===== src/rtl/l2_arb_pkg.sv =====
// Shared encodings and default widths for the L2 port arbiter.
package l2_arb_pkg;

  localparam int ADDR_W_DEF = 26;
  localparam int LINE_W_DEF = 128;

  typedef enum logic [1:0] {
    S_IDLE    = 2'b00,
    S_GRANT   = 2'b01,
    S_RELEASE = 2'b10
  } state_t;

  localparam logic [1:0] OWN_NONE = 2'b00;
  localparam logic [1:0] OWN_I    = 2'b01;
  localparam logic [1:0] OWN_D    = 2'b10;

endpackage


===== src/rtl/l2_arb_rr_pick.sv =====
// Combinational 2-way round-robin picker; bit 0 is the I-cache, bit 1 the D-cache.
module l2_arb_rr_pick
  import l2_arb_pkg::*;
(
  input  logic [1:0] req,
  input  logic       last_grant,
  output logic [1:0] grant,
  output logic       valid
);

  // last_grant=1 means D won last time, so a tie now goes to I.
  always_comb begin
    grant = OWN_NONE;
    unique case (req)
      2'b01:   grant = OWN_I;
      2'b10:   grant = OWN_D;
      2'b11:   grant = last_grant ? OWN_I : OWN_D;
      default: grant = OWN_NONE;
    endcase
  end

  assign valid = |req;

endmodule


===== src/rtl/l2_arbiter.sv =====
// Shares the L2 port between the I- and D-cache controllers (round-robin, one owner at a time).
// Optional performance counters are enabled by defining L2_ARB_PERF_CNT_EN.
module l2_arbiter
  import l2_arb_pkg::*;
#(
  parameter int ADDR_W = ADDR_W_DEF,
  parameter int LINE_W = LINE_W_DEF
) (
  input  logic              clk,
  input  logic              nrst,
  input  logic              read_I_L2,
  input  logic [ADDR_W-1:0] addr_I,
  output logic              ready_L2_I,
  input  logic              read_D_L2,
  input  logic              write_D_L2,
  input  logic [ADDR_W-1:0] addr_D,
  input  logic [LINE_W-1:0] wdata_D,
  output logic              ready_L2_D,
  output logic              read_arb_L2,
  output logic              write_arb_L2,
  output logic [ADDR_W-1:0] addr_arb_L2,
  output logic [LINE_W-1:0] wdata_arb_L2,
  input  logic              ready_L2_arb,
  output logic [1:0]        owner
`ifdef L2_ARB_PERF_CNT_EN
  ,
  output logic [31:0]       grant_cnt_I,
  output logic [31:0]       grant_cnt_D,
  output logic [31:0]       wait_cnt
`endif
);

  state_t            r_state, w_state_nxt;
  logic              r_read, w_read_nxt;
  logic              r_write, w_write_nxt;
  logic [ADDR_W-1:0] r_addr, w_addr_nxt;
  logic [LINE_W-1:0] r_wdata, w_wdata_nxt;
  logic [1:0]        r_owner, w_owner_nxt;
  logic              r_last_grant, w_last_nxt;
  logic              r_rdy_i, w_rdy_i_nxt;
  logic              r_rdy_d, w_rdy_d_nxt;

  logic [1:0]        w_req;
  logic [1:0]        w_pick_grant;
  logic              w_pick_valid;

  assign w_req = {read_D_L2 | write_D_L2, read_I_L2};

  l2_arb_rr_pick u_pick (
    .req        (w_req),
    .last_grant (r_last_grant),
    .grant      (w_pick_grant),
    .valid      (w_pick_valid)
  );

  always_comb begin
    w_state_nxt = r_state;
    w_read_nxt  = r_read;
    w_write_nxt = r_write;
    w_addr_nxt  = r_addr;
    w_wdata_nxt = r_wdata;
    w_owner_nxt = r_owner;
    w_last_nxt  = r_last_grant;
    w_rdy_i_nxt = 1'b0;
    w_rdy_d_nxt = 1'b0;
    unique case (r_state)
      S_IDLE: begin
        if (w_pick_valid) begin
          w_state_nxt = S_GRANT;
          w_owner_nxt = w_pick_grant;
          w_last_nxt  = w_pick_grant[1];
          if (w_pick_grant == OWN_D) begin
            // A pending write-back goes first; the read stays pending for a later round.
            w_write_nxt = write_D_L2;
            w_read_nxt  = ~write_D_L2;
            w_addr_nxt  = addr_D;
            w_wdata_nxt = wdata_D;
          end else begin
            w_write_nxt = 1'b0;
            w_read_nxt  = 1'b1;
            w_addr_nxt  = addr_I;
            w_wdata_nxt = '0;
          end
        end
      end
      S_GRANT: begin
        if (ready_L2_arb) begin
          w_read_nxt  = 1'b0;
          w_write_nxt = 1'b0;
          w_rdy_i_nxt = (r_owner == OWN_I);
          w_rdy_d_nxt = (r_owner == OWN_D);
          w_state_nxt = S_RELEASE;
        end
      end
      S_RELEASE: begin
        w_owner_nxt = OWN_NONE;
        w_state_nxt = S_IDLE;
      end
      default: begin
        w_read_nxt  = 1'b0;
        w_write_nxt = 1'b0;
        w_owner_nxt = OWN_NONE;
        w_state_nxt = S_IDLE;
      end
    endcase
  end

  always_ff @(posedge clk or negedge nrst) begin
    if (!nrst) begin
      r_state      <= S_IDLE;
      r_read       <= 1'b0;
      r_write      <= 1'b0;
      r_addr       <= '0;
      r_wdata      <= '0;
      r_owner      <= OWN_NONE;
      r_last_grant <= 1'b1;
      r_rdy_i      <= 1'b0;
      r_rdy_d      <= 1'b0;
    end else begin
      r_state      <= w_state_nxt;
      r_read       <= w_read_nxt;
      r_write      <= w_write_nxt;
      r_addr       <= w_addr_nxt;
      r_wdata      <= w_wdata_nxt;
      r_owner      <= w_owner_nxt;
      r_last_grant <= w_last_nxt;
      r_rdy_i      <= w_rdy_i_nxt;
      r_rdy_d      <= w_rdy_d_nxt;
    end
  end

  assign read_arb_L2  = r_read;
  assign write_arb_L2 = r_write;
  assign addr_arb_L2  = r_addr;
  assign wdata_arb_L2 = r_wdata;
  assign owner        = r_owner;
  assign ready_L2_I   = r_rdy_i;
  assign ready_L2_D   = r_rdy_d;

`ifdef L2_ARB_PERF_CNT_EN
  logic [31:0] r_grant_cnt_i;
  logic [31:0] r_grant_cnt_d;
  logic [31:0] r_wait_cnt;
  logic [1:0]  w_wait_inc;
  logic [32:0] w_wait_sum;
  logic        w_granting;

  // Each side that requests while not owning adds one wait cycle.
  assign w_wait_inc = {1'b0, w_req[0] & (r_owner != OWN_I)} +
                      {1'b0, w_req[1] & (r_owner != OWN_D)};
  assign w_wait_sum = {1'b0, r_wait_cnt} + {31'b0, w_wait_inc};
  assign w_granting = (r_state == S_IDLE) && w_pick_valid;

  always_ff @(posedge clk or negedge nrst) begin
    if (!nrst) begin
      r_grant_cnt_i <= '0;
      r_grant_cnt_d <= '0;
      r_wait_cnt    <= '0;
    end else begin
      if (w_granting && w_pick_grant[0]) r_grant_cnt_i <= r_grant_cnt_i + 32'd1;
      if (w_granting && w_pick_grant[1]) r_grant_cnt_d <= r_grant_cnt_d + 32'd1;
      r_wait_cnt <= w_wait_sum[32] ? 32'hFFFF_FFFF : w_wait_sum[31:0];
    end
  end

  assign grant_cnt_I = r_grant_cnt_i;
  assign grant_cnt_D = r_grant_cnt_d;
  assign wait_cnt    = r_wait_cnt;
`endif

endmodule


===== config.mk =====
export PLATFORM = sky130hd
export DESIGN_NAME = l2_arbiter
export DESIGN_NICKNAME = d
export VERILOG_FILES = /design/src/rtl/l2_arb_pkg.sv /design/src/rtl/l2_arb_rr_pick.sv /design/src/rtl/l2_arbiter.sv
export SDC_FILE = /design/constraint.sdc
export NUM_CORES = 1
export LEC_CHECK = 0
export ABC_CLOCK_PERIOD_IN_PS = 2900
export BUFFER_PORTS_ARGS = -buffer_cell sky130_fd_sc_hd__clkbuf_2
export CAP_MARGIN = 20
export CORE_AREA = 2 2 134 136
export DETAILED_ROUTE_END_ITERATION = 10
export DIE_AREA = 0 0 136 138
export PLACE_DENSITY = 0.64
export SLEW_MARGIN = 20
export SYNTH_ARGS = -nofsm -noshare
export SYNTH_HDL_FRONTEND = slang
export SYNTH_SLANG_ARGS = --single-unit

===== constraint.sdc =====
create_clock -name clk -period 2.9 [get_ports clk]
set_clock_uncertainty 0.2 [all_clocks]
set_input_delay 0.58 -clock clk [delete_from_list [all_inputs] [get_ports clk]]
set_output_delay 0.58 -clock clk [all_outputs]
set_load 0.02 [all_outputs]

==> flow_summary.ini, run 1 <==
[yosys]
synthAdderAreaFrac = 0
yosysSeqAreaShare = 0.635
syn_avg_cell_area_um2 = 13.8
synth_top_family_by_area = compound AO/OA/AOI/OAI gates
yosys_register_bits = 163
synth-simple-area-share = 0.0275
synth_compound_area_frac = 0.288
syn_inst = 465
synth_xor_area_frac = 0
synth.mux.area_fraction = 0
ys_types = 26
syn_area_mm2 = 0.00642
yosysWarningCount = 0
syn_nets = 651

[cts]
cts_resized = 0
cts_hold_buf = 1
cts_max_path_buffers = 2
cts_made_buffers = 17
cts_tree = yes
cts_setup_buffers = 0
clk_pin_slew_ns = 0.07
clock_latency_ns = 0.42
clockRootBuffer = clkbuf_16
cts_sinks = 163
h-tree-depth = 4

[final_layout]
nNetsFinal = 982
regArea_mm2 = 0.00408
areaGrowthSynthToFinish_pct = 38.5
post-route-util = 0.507
fin_area_mm2 = 0.00890
drive_gt1_frac = 0.522
multiInputGateArea_mm2 = 0.00205
diodes = 0
fillers = 1600

[global_route]
grt_max_degree = 66
grt_usage = 0.198
grt_pass1_wl_um = 28800
grt_pass1_vias = 5203
grt-ovfl-total = 0
antenna_found_initial = 0

[setup_path]
worstSetupStartpoint = r_state[1]
end_kind = flop
critPathLaunchType = flop
r2r_start = r_state[1]
crit_arrival_ns = 2.35
path_class = reg2reg
worst-path-max-fanout = 50
worstPathRequired_ns = 3.06

[floorplan]
initial_core_util = 0.366
io_pins = 346
die_h_um = 138
die_w_um = 136
core.rowCount = 49
fp.dieArea_mm2 = 0.0188
core-area_mm2 = 0.0175

[routing]
num_vias = 5234
drc = 0
wl_met2_um = 8980
wire_per_inst_um = 18.2
drtIter0Drc = 272
antenna_left = 0
wl_met3_um = 1510
met1_length_um = 7830
maxUsedRoutingLayer = met4
drt_pass1_iterations = 4
wirelength_um = 18800
post_drt_via_cell_ratio = 5.04

[timing]
setup_slack_ns = 0.710
rsz0062_at_grt = no
relSlewSlack = 0.458
finalSetupViolations = 0
maxSlewViolCount = 0
final-hold-violation-count = 0
tightest_slew_ns = 0.813
period_share = 0.755
period_needed_ns = 2.19
max_freq_mhz = 457
setup_tns_ns = 0

[place]
port_buffers = 345
place_hpwl_um = 13500
pre_cts_slack_ns = 0.477
place_area_mm2 = 0.00828
gp_congestion = 0.756

[power_and_ir_drop]
p_switching_mw = 4.19
worst_ir_drop_vdd_uv = 531
pwr-share-seq = 0.369
power_frac_comb = 0.409
clkPwrFrac = 0.222
p_int_mw = 6.17
swShare = 0.404
leakagePower_nw = 4.66
power.density_mw_per_mm2 = 1160
power_mw = 10.4

[job]
max_cap_viol_count = 0

[status]
outcome = completed

[worst_hold_path]
worstHoldStart = wdata_D[5]
hold_class = in2reg
==> cell families after synthesis <==
group           count (synthesis)
flops                         163
simple gates                   39
compound gates                216
buf+inv                        47
==> synth_stat cells (all sizes together) <==
cell / count / area share
o31ai: 26 / 0.062
nand2b: 1 / 0.00097
nor3: 1 / 0.00078
o21bai: 1 / 0.0012
a21o: 1 / 0.0012
a22oi: 1 / 0.0012
nand3b: 1 / 0.0012
a22o: 128 / 0.17
nand2: 2 / 0.0012
dfrtp: 162 / 0.63
o21ai: 29 / 0.023
a32o: 1 / 0.0016
dfstp: 1 / 0.0041
a2bb2oi: 1 / 0.0023
a211oi: 1 / 0.0012
nor4b: 2 / 0.0027
a21oi: 27 / 0.021
or2: 2 / 0.0019
clkbuf: 19 / 0.011
buf: 28 / 0.038
nor4: 1 / 0.00097
nor2b: 2 / 0.0019
nor2: 27 / 0.016
==> worst paths after layout <==
check | to | slack, ns | depth (start not counted)
setup / recovery | wdata_arb_L2[43] | 0.71 | 5
hold / removal | wdata_arb_L2[5] | 0.16 | 2
setup reg to reg | wdata_arb_L2[43] | 0.71 | 5
hold reg to reg | ready_L2_D | 0.27 | 1
max in group asynchronous | r_last_grant | 1.25 | 3
min in group asynchronous | wdata_arb_L2[59] | 0.50 | 2
==> worst max-delay path, stage by stage, from the launching register on <==
cell and delay [ns]:
dfrtp_1 0.47, or2_1 0.29, buf_4 0.24, nor2b_4 0.18, buf_4 0.48, a22o_1 0.23
==> power by group through the flow <==
stage	Combinational (mW)	Clock (mW)	Sequential (mW)
global route	4.51	2.47	3.96
finish	4.24	2.30	3.83
CTS	4.28	2.36	3.83
detailed placement	4.28	0	3.86
global placement	4.22	0	3.86
floorplan	1.58	0	4.99
==> cell usage in the layout, fill, tap and decap left out, drive strengths merged <==
| master | instances |
|---|---|
| a211oi | 1 |
| a21o | 1 |
| a21oi | 27 |
| a22o | 128 |
| a22oi | 1 |
| a2bb2oi | 1 |
| a32o | 1 |
| buf | 14 |
| bufinv | 2 |
| clkbuf | 362 |
| clkinv | 3 |
| clkinvlp | 3 |
| dfrtp | 162 |
| dfstp | 1 |
| dlygate4sd3 | 1 |
| inv | 6 |
| nand2 | 2 |
| nand2b | 1 |
| nand3b | 1 |
| nor2 | 27 |
| nor2b | 2 |
| nor3 | 1 |
| nor4 | 1 |
| nor4b | 2 |
| o21ai | 29 |
| o21bai | 1 |
| o31ai | 26 |
| or2 | 2 |
==> metrics by stage <==
step	instances	hold slack (ns)
finish	1038	0.165
global route	1038	0.143
CTS	1038	0.144
detailed placement	1005	0.268
global placement	1005	0.264
floorplan	465	0.0844
==> state kept, by name (all words and copies together) (netlist names) <==
name and cells:
ready_L2_D 1, ready_L2_I 1, wdata_arb_L2 128, read_arb_L2 1
write_arb_L2 1, r_last_grant 1, owner 2, addr_arb_L2 26
r_state 2
==> layer usage <==
metal | vias up | global-route usage
li1 | 2426 | -
met1 | 2554 | 0.255
met2 | 222 | 0.309
met3 | 32 | 0.0627
met4 | 0 | 0.0833
met5 | - | 0
==> layout make-up <==
type                       count  area share
clock buffer                  18      0.0494
clock inverter                14      0.0188
multi-input combinational    255       0.230
sequential                   163       0.459
tap                          229      0.0322
timing repair buffer         359       0.211
Note: power is estimated with default switching activity, not from simulation.
==> run 2, diff against run 1 <==
--- a/config.mk
+++ b/config.mk
@@ -5,7 +5,7 @@
 export SDC_FILE = /design/constraint.sdc
 export NUM_CORES = 1
 export LEC_CHECK = 0
-export ABC_CLOCK_PERIOD_IN_PS = 2900
+export ABC_CLOCK_PERIOD_IN_PS = 2100
 export BUFFER_PORTS_ARGS = -buffer_cell sky130_fd_sc_hd__clkbuf_2
 export CAP_MARGIN = 20
 export CORE_AREA = 2 2 134 136
==> constraint.sdc (replaced) <==
create_clock -name clk -period 2.1 [get_ports clk]
set_clock_uncertainty 0.2 [all_clocks]
set_input_delay 0.42 -clock clk [delete_from_list [all_inputs] [get_ports clk]]
set_output_delay 0.42 -clock clk [all_outputs]
set_load 0.02 [all_outputs]
==> run 2 against run 1 <==
Net effect:
- largest power group unchanged
- power rose by 41%
- global-route usage rose by 0.65 points
- clock-buffer cell count up 1
- critical endpoint is now wdata_arb_L2[103]
- sequential power grew 38%
==> flow_summary.ini, run 2 (synthesis results as in run 1) <==
[floorplan]
core-area_mm2 = 0.0175
fp.dieArea_mm2 = 0.0188
die_h_um = 138
io_pins = 346
die_w_um = 136
initial_core_util = 0.366
core.rowCount = 49

[cts]
cts_hold_buf = 26
clk_pin_slew_ns = 0.07
cts_resized = 0
cts_made_buffers = 17
clockRootBuffer = clkbuf_16
clock_latency_ns = 0.42
h-tree-depth = 4
cts_setup_buffers = 0
cts_sinks = 163
cts_max_path_buffers = 2
cts_tree = yes

[timing]
max_freq_mhz = 512
period_needed_ns = 1.95
final-hold-violation-count = 0
setup_slack_ns = 0.146
maxSlewViolCount = 0
period_share = 0.930
rsz0062_at_grt = no
tightest_slew_ns = 0.653
hold_slack_ns = 0.0156
relSlewSlack = 0.565
setup_tns_ns = 0
finalSetupViolations = 0

[worst_hold_path]
worstHoldStart = wdata_D[26]
holdPathEnd = wdata_arb_L2[26]
min_path_cells = 2
hold_class = in2reg

[setup_path]
worstPathRequired_ns = 2.20
end_kind = flop
path_class = reg2reg
r2r_cells = 4
cp_top_family = simple AND/OR/NAND/NOR gates
max_stage_delay_ns = 0.38
worst-r2r-setup-slack_ns = 0.15
crit_arrival_ns = 2.05
crit_path_top_delay_cell = dfrtp_1
crit_chain = or2_1 -> or2_4 -> buf_12 -> a22o_1
worst-path-buf-inv = 1
r2r_start = r_state[1]
worst-path-max-fanout = 109
rr_endpoint = wdata_arb_L2[103]
critPathLaunchType = flop

[global_route]
grt-ovfl-total = 0
grt_max_degree = 110
grt_pass1_vias = 5453
grt_pass1_wl_um = 29900
antenna_found_initial = 0
grt_usage = 0.205

[final_layout]
final_cell_mix = clkbuf_2, dfrtp_1, a22o_1, o21ai_0
largest_reg_flops = 128
fillers = 1565
nNetsFinal = 1015
drive_gt1_frac = 0.508
final_common_cell = clkbuf_2
post-route-util = 0.529
areaGrowthSynthToFinish_pct = 44.5
diodes = 0

[routing]
num_vias = 5428
wirelength_um = 19500
antenna_left = 0
drt_pass1_iterations = 5
wire_per_inst_um = 18.2
drc = 0
post_drt_via_cell_ratio = 5.07
drtIter0Drc = 217

[power_and_ir_drop]
leakagePower_nw = 4.83
power.density_mw_per_mm2 = 1580
worst_ir_drop_vdd_uv = 804

[job]
max_cap_viol_count = 0

[place]
place_hpwl_um = 13700
port_buffers = 345
pre_cts_slack_ns = 0.118
gp_congestion = 0.768

[status]
outcome = completed
run 2: cell count changes in the layout (fill, tap and decap cells not counted), moves of 2 or more:
cell	before	now
dlygate4sd3_1	1	27
buf_4	10	14
buf_12	3	6
bufinv_16	2	4
inv_6	5	3
run 2: layout make-up:
class                   count  area [um2]  share of cell area
clock buffers              19         443              0.0477
clock inverters            13         198              0.0213
multi-input cells         255        2050               0.221
flip-flops and latches    163        4080               0.440
well taps                 229         287              0.0309
repair buffers            392        2230               0.240
run 2: power breakdown:
group | leakage (nW) | switching (mW) | internal, mW
Clock | 0.308 | 1.32 | 2.05
Sequential | 2.07 | 0.789 | 4.49
Combinational | 2.45 | 3.68 | 2.30
Total | 4.83 | 5.79 | 8.84
run 2: worst max path at each step:
stage | start | endpoint | slack, ns | depth (start not counted)
after floorplan | r_state[1] | wdata_arb_L2[117] | 0.14 | 7
after global placement | read_I_L2 | wdata_arb_L2[58] | 0.16 | 5
after detailed placement | write_D_L2 | wdata_arb_L2[56] | 0.12 | 5
after CTS | r_state[1] | wdata_arb_L2[40] | 0.21 | 4
after global routing | r_state[1] | wdata_arb_L2[91] | 0.10 | 4
final | r_state[1] | wdata_arb_L2[103] | 0.15 | 4
run 2: per-stage QoR:
stage | power, mW | cells | instance area (um2)
final | 14.6 | 1071 | 9280
after global routing | 15.4 | 1071 | 9280
after CTS | 14.8 | 1070 | 9270
after detailed placement | 11.3 | 1012 | 8370
after global placement | 11.2 | 1012 | 8370
after floorplan | 9.07 | 465 | 6420
run 2: per-layer routing:
| metal | wire length (um) | GRT usage | vias to the layer above | part of all wire |
|---|---|---|---|---|
| met5 | 0 | 0 | - | 0 |
| met4 | 561 | 0.0811 | 0 | 0.029 |
| met3 | 1460 | 0.0576 | 34 | 0.075 |
| met2 | 9390 | 0.333 | 226 | 0.48 |
| met1 | 8050 | 0.258 | 2674 | 0.41 |
| li1 | - | - | 2494 | - |
==> run 3, diff against run 2 <==
--- a/config.mk
+++ b/config.mk
@@ -11,6 +11,7 @@
 export CORE_AREA = 2 2 134 136
 export DETAILED_ROUTE_END_ITERATION = 10
 export DIE_AREA = 0 0 136 138
+export MAX_ROUTING_LAYER = met4
 export PLACE_DENSITY = 0.64
 export SLEW_MARGIN = 20
 export SYNTH_ARGS = -nofsm -noshare
==> constraint.sdc (replaced) <==
create_clock -name clk -period 2.1 [get_ports clk]
set_clock_uncertainty 0.2 [all_clocks]
set_input_delay 0.525 -clock clk [delete_from_list [all_inputs] [get_ports clk]]
set_output_delay 0.525 -clock clk [all_outputs]
set_load 0.02 [all_outputs]
==> run 3 against run 2 <==
Net effect:
- wire length shrank 2.8%
- non-clock buffer count shrank 26
- worst hold slack gained 0.095 ns
- fmax grew 4.6%
- critical endpoint is now wdata_arb_L2[43]
- largest cell class unchanged
- largest power group unchanged
==> flow_summary.ini, run 3 (synthesis results as in run 1) <==
[status]
outcome = completed

[floorplan]
fp.dieArea_mm2 = 0.0188
core.rowCount = 49
initial_core_util = 0.366
core-area_mm2 = 0.0175
die_h_um = 138
die_w_um = 136
io_pins = 346

[setup_path]
worst-path-max-fanout = 71
crit_arrival_ns = 2.02
max_stage_delay_ns = 0.37
critPathLaunchType = flop
worstPathRequired_ns = 2.25
crit_path_top_delay_cell = dfrtp_1
path_class = reg2reg
end_kind = flop
crit_chain = or2_1 -> buf_4 -> nor2b_4 -> buf_12 -> a22o_1

[job]
max_cap_viol_count = 0

[place]
place_hpwl_um = 13500
port_buffers = 345
gp_congestion = 0.781

[timing]
relSlewSlack = 0.695
tightest_slew_ns = 0.458
final-hold-violation-count = 0
rsz0062_at_grt = no
setup_tns_ns = 0
finalSetupViolations = 0
period_share = 0.890
maxSlewViolCount = 0
hold_slack_ns = 0.111
period_needed_ns = 1.87
max_freq_mhz = 535

[final_layout]
largest_reg_flops = 128
final_cell_mix = clkbuf_2, dfrtp_1, a22o_1, o21ai_0
diodes = 0
drive_gt1_frac = 0.525
areaGrowthSynthToFinish_pct = 40.8
multiInputGateArea_mm2 = 0.00205
final_common_cell = clkbuf_2
fillers = 1575
regArea_mm2 = 0.00408
nNetsFinal = 989

[routing]
antenna_left = 0
post_drt_via_cell_ratio = 5.04
wirelength_um = 18900
drt_pass1_iterations = 4
wire_per_inst_um = 18.1
drc = 0
num_vias = 5266
drtIter0Drc = 199

[power_and_ir_drop]
worst_ir_drop_vdd_uv = 818
leakagePower_nw = 4.73
power.density_mw_per_mm2 = 1610

[cts]
cts_tree = yes
cts_max_path_buffers = 2
clockRootBuffer = clkbuf_16
h-tree-depth = 4
clock_latency_ns = 0.42
cts_sinks = 163
clk_pin_slew_ns = 0.07
cts_resized = 0
cts_made_buffers = 17

[global_route]
grt_pass1_wl_um = 28900
grt_usage = 0.204
grt_pass1_vias = 5262
antenna_found_initial = 0
grt-ovfl-total = 0
grt_max_degree = 72

[worst_hold_path]
hold_class = in2reg
run 3: final timing paths:
check,startpoint,endpoint,slack (ns),depth (start not counted)
max,r_state[1],wdata_arb_L2[43],0.23,5
min,ready_L2_arb,r_state[0],0.11,2
max reg2reg,r_state[1],wdata_arb_L2[43],0.23,5
min reg2reg,owner[0],ready_L2_D,0.27,1
max in group asynchronous,nrst,addr_arb_L2[6],0.70,3
min in group asynchronous,nrst,wdata_arb_L2[59],0.40,2
run 3: layer usage:
metal / up-vias / GRT usage / part of all wire
li1: 2440 / - / -
met1: 2575 / 0.251 / 0.41
met2: 221 / 0.321 / 0.49
met3: 30 / 0.0583 / 0.077
met4: 0 / 0.0724 / 0.025
met5: - / - / 0
run 3: metrics by stage:
stage	power [mW]	utilization	setup WS, ns	cell area (um2)	std cells
after CTS	14.8	0.516	0.227	9050	1045
after detailed placement	11.3	0.479	0.153	8400	1012
after floorplan	9.07	-	0.103	6420	465
after global placement	11.3	0.479	0.188	8400	1012
after global routing	15.4	0.516	0.139	9050	1045
final	14.6	0.516	0.232	9050	1045
run 3: power by group:
group          switching [mW]  leakage, nW  internal, mW
logic                    3.65         2.35          2.30
clock network            1.32        0.308          2.05
registers               0.786         2.07          4.49
total                    5.76         4.73          8.84
run 3: final cells by class:
type	instances	area share
Clock buffer	19	0.0490
Multi-Input combinational cell	255	0.226
Sequential cell	163	0.451
Clock inverter	13	0.0219
Tap cell	229	0.0317
Timing Repair Buffer	366	0.220
run 3: repair_timing:
action                                  in CTS  in global routing
buffers inserted                             0                  0
endpoints found under the hold margin       38                  0
endpoints found under the setup margin       0                  0
hold buffers                                 1                  0
run 3: critical path: cells and delay by family (launching register included):
kind            cells  cell delay, ns
buf+inv             2            0.51
simple gates        2            0.48
compound gates      1            0.19
flops               1            0.37
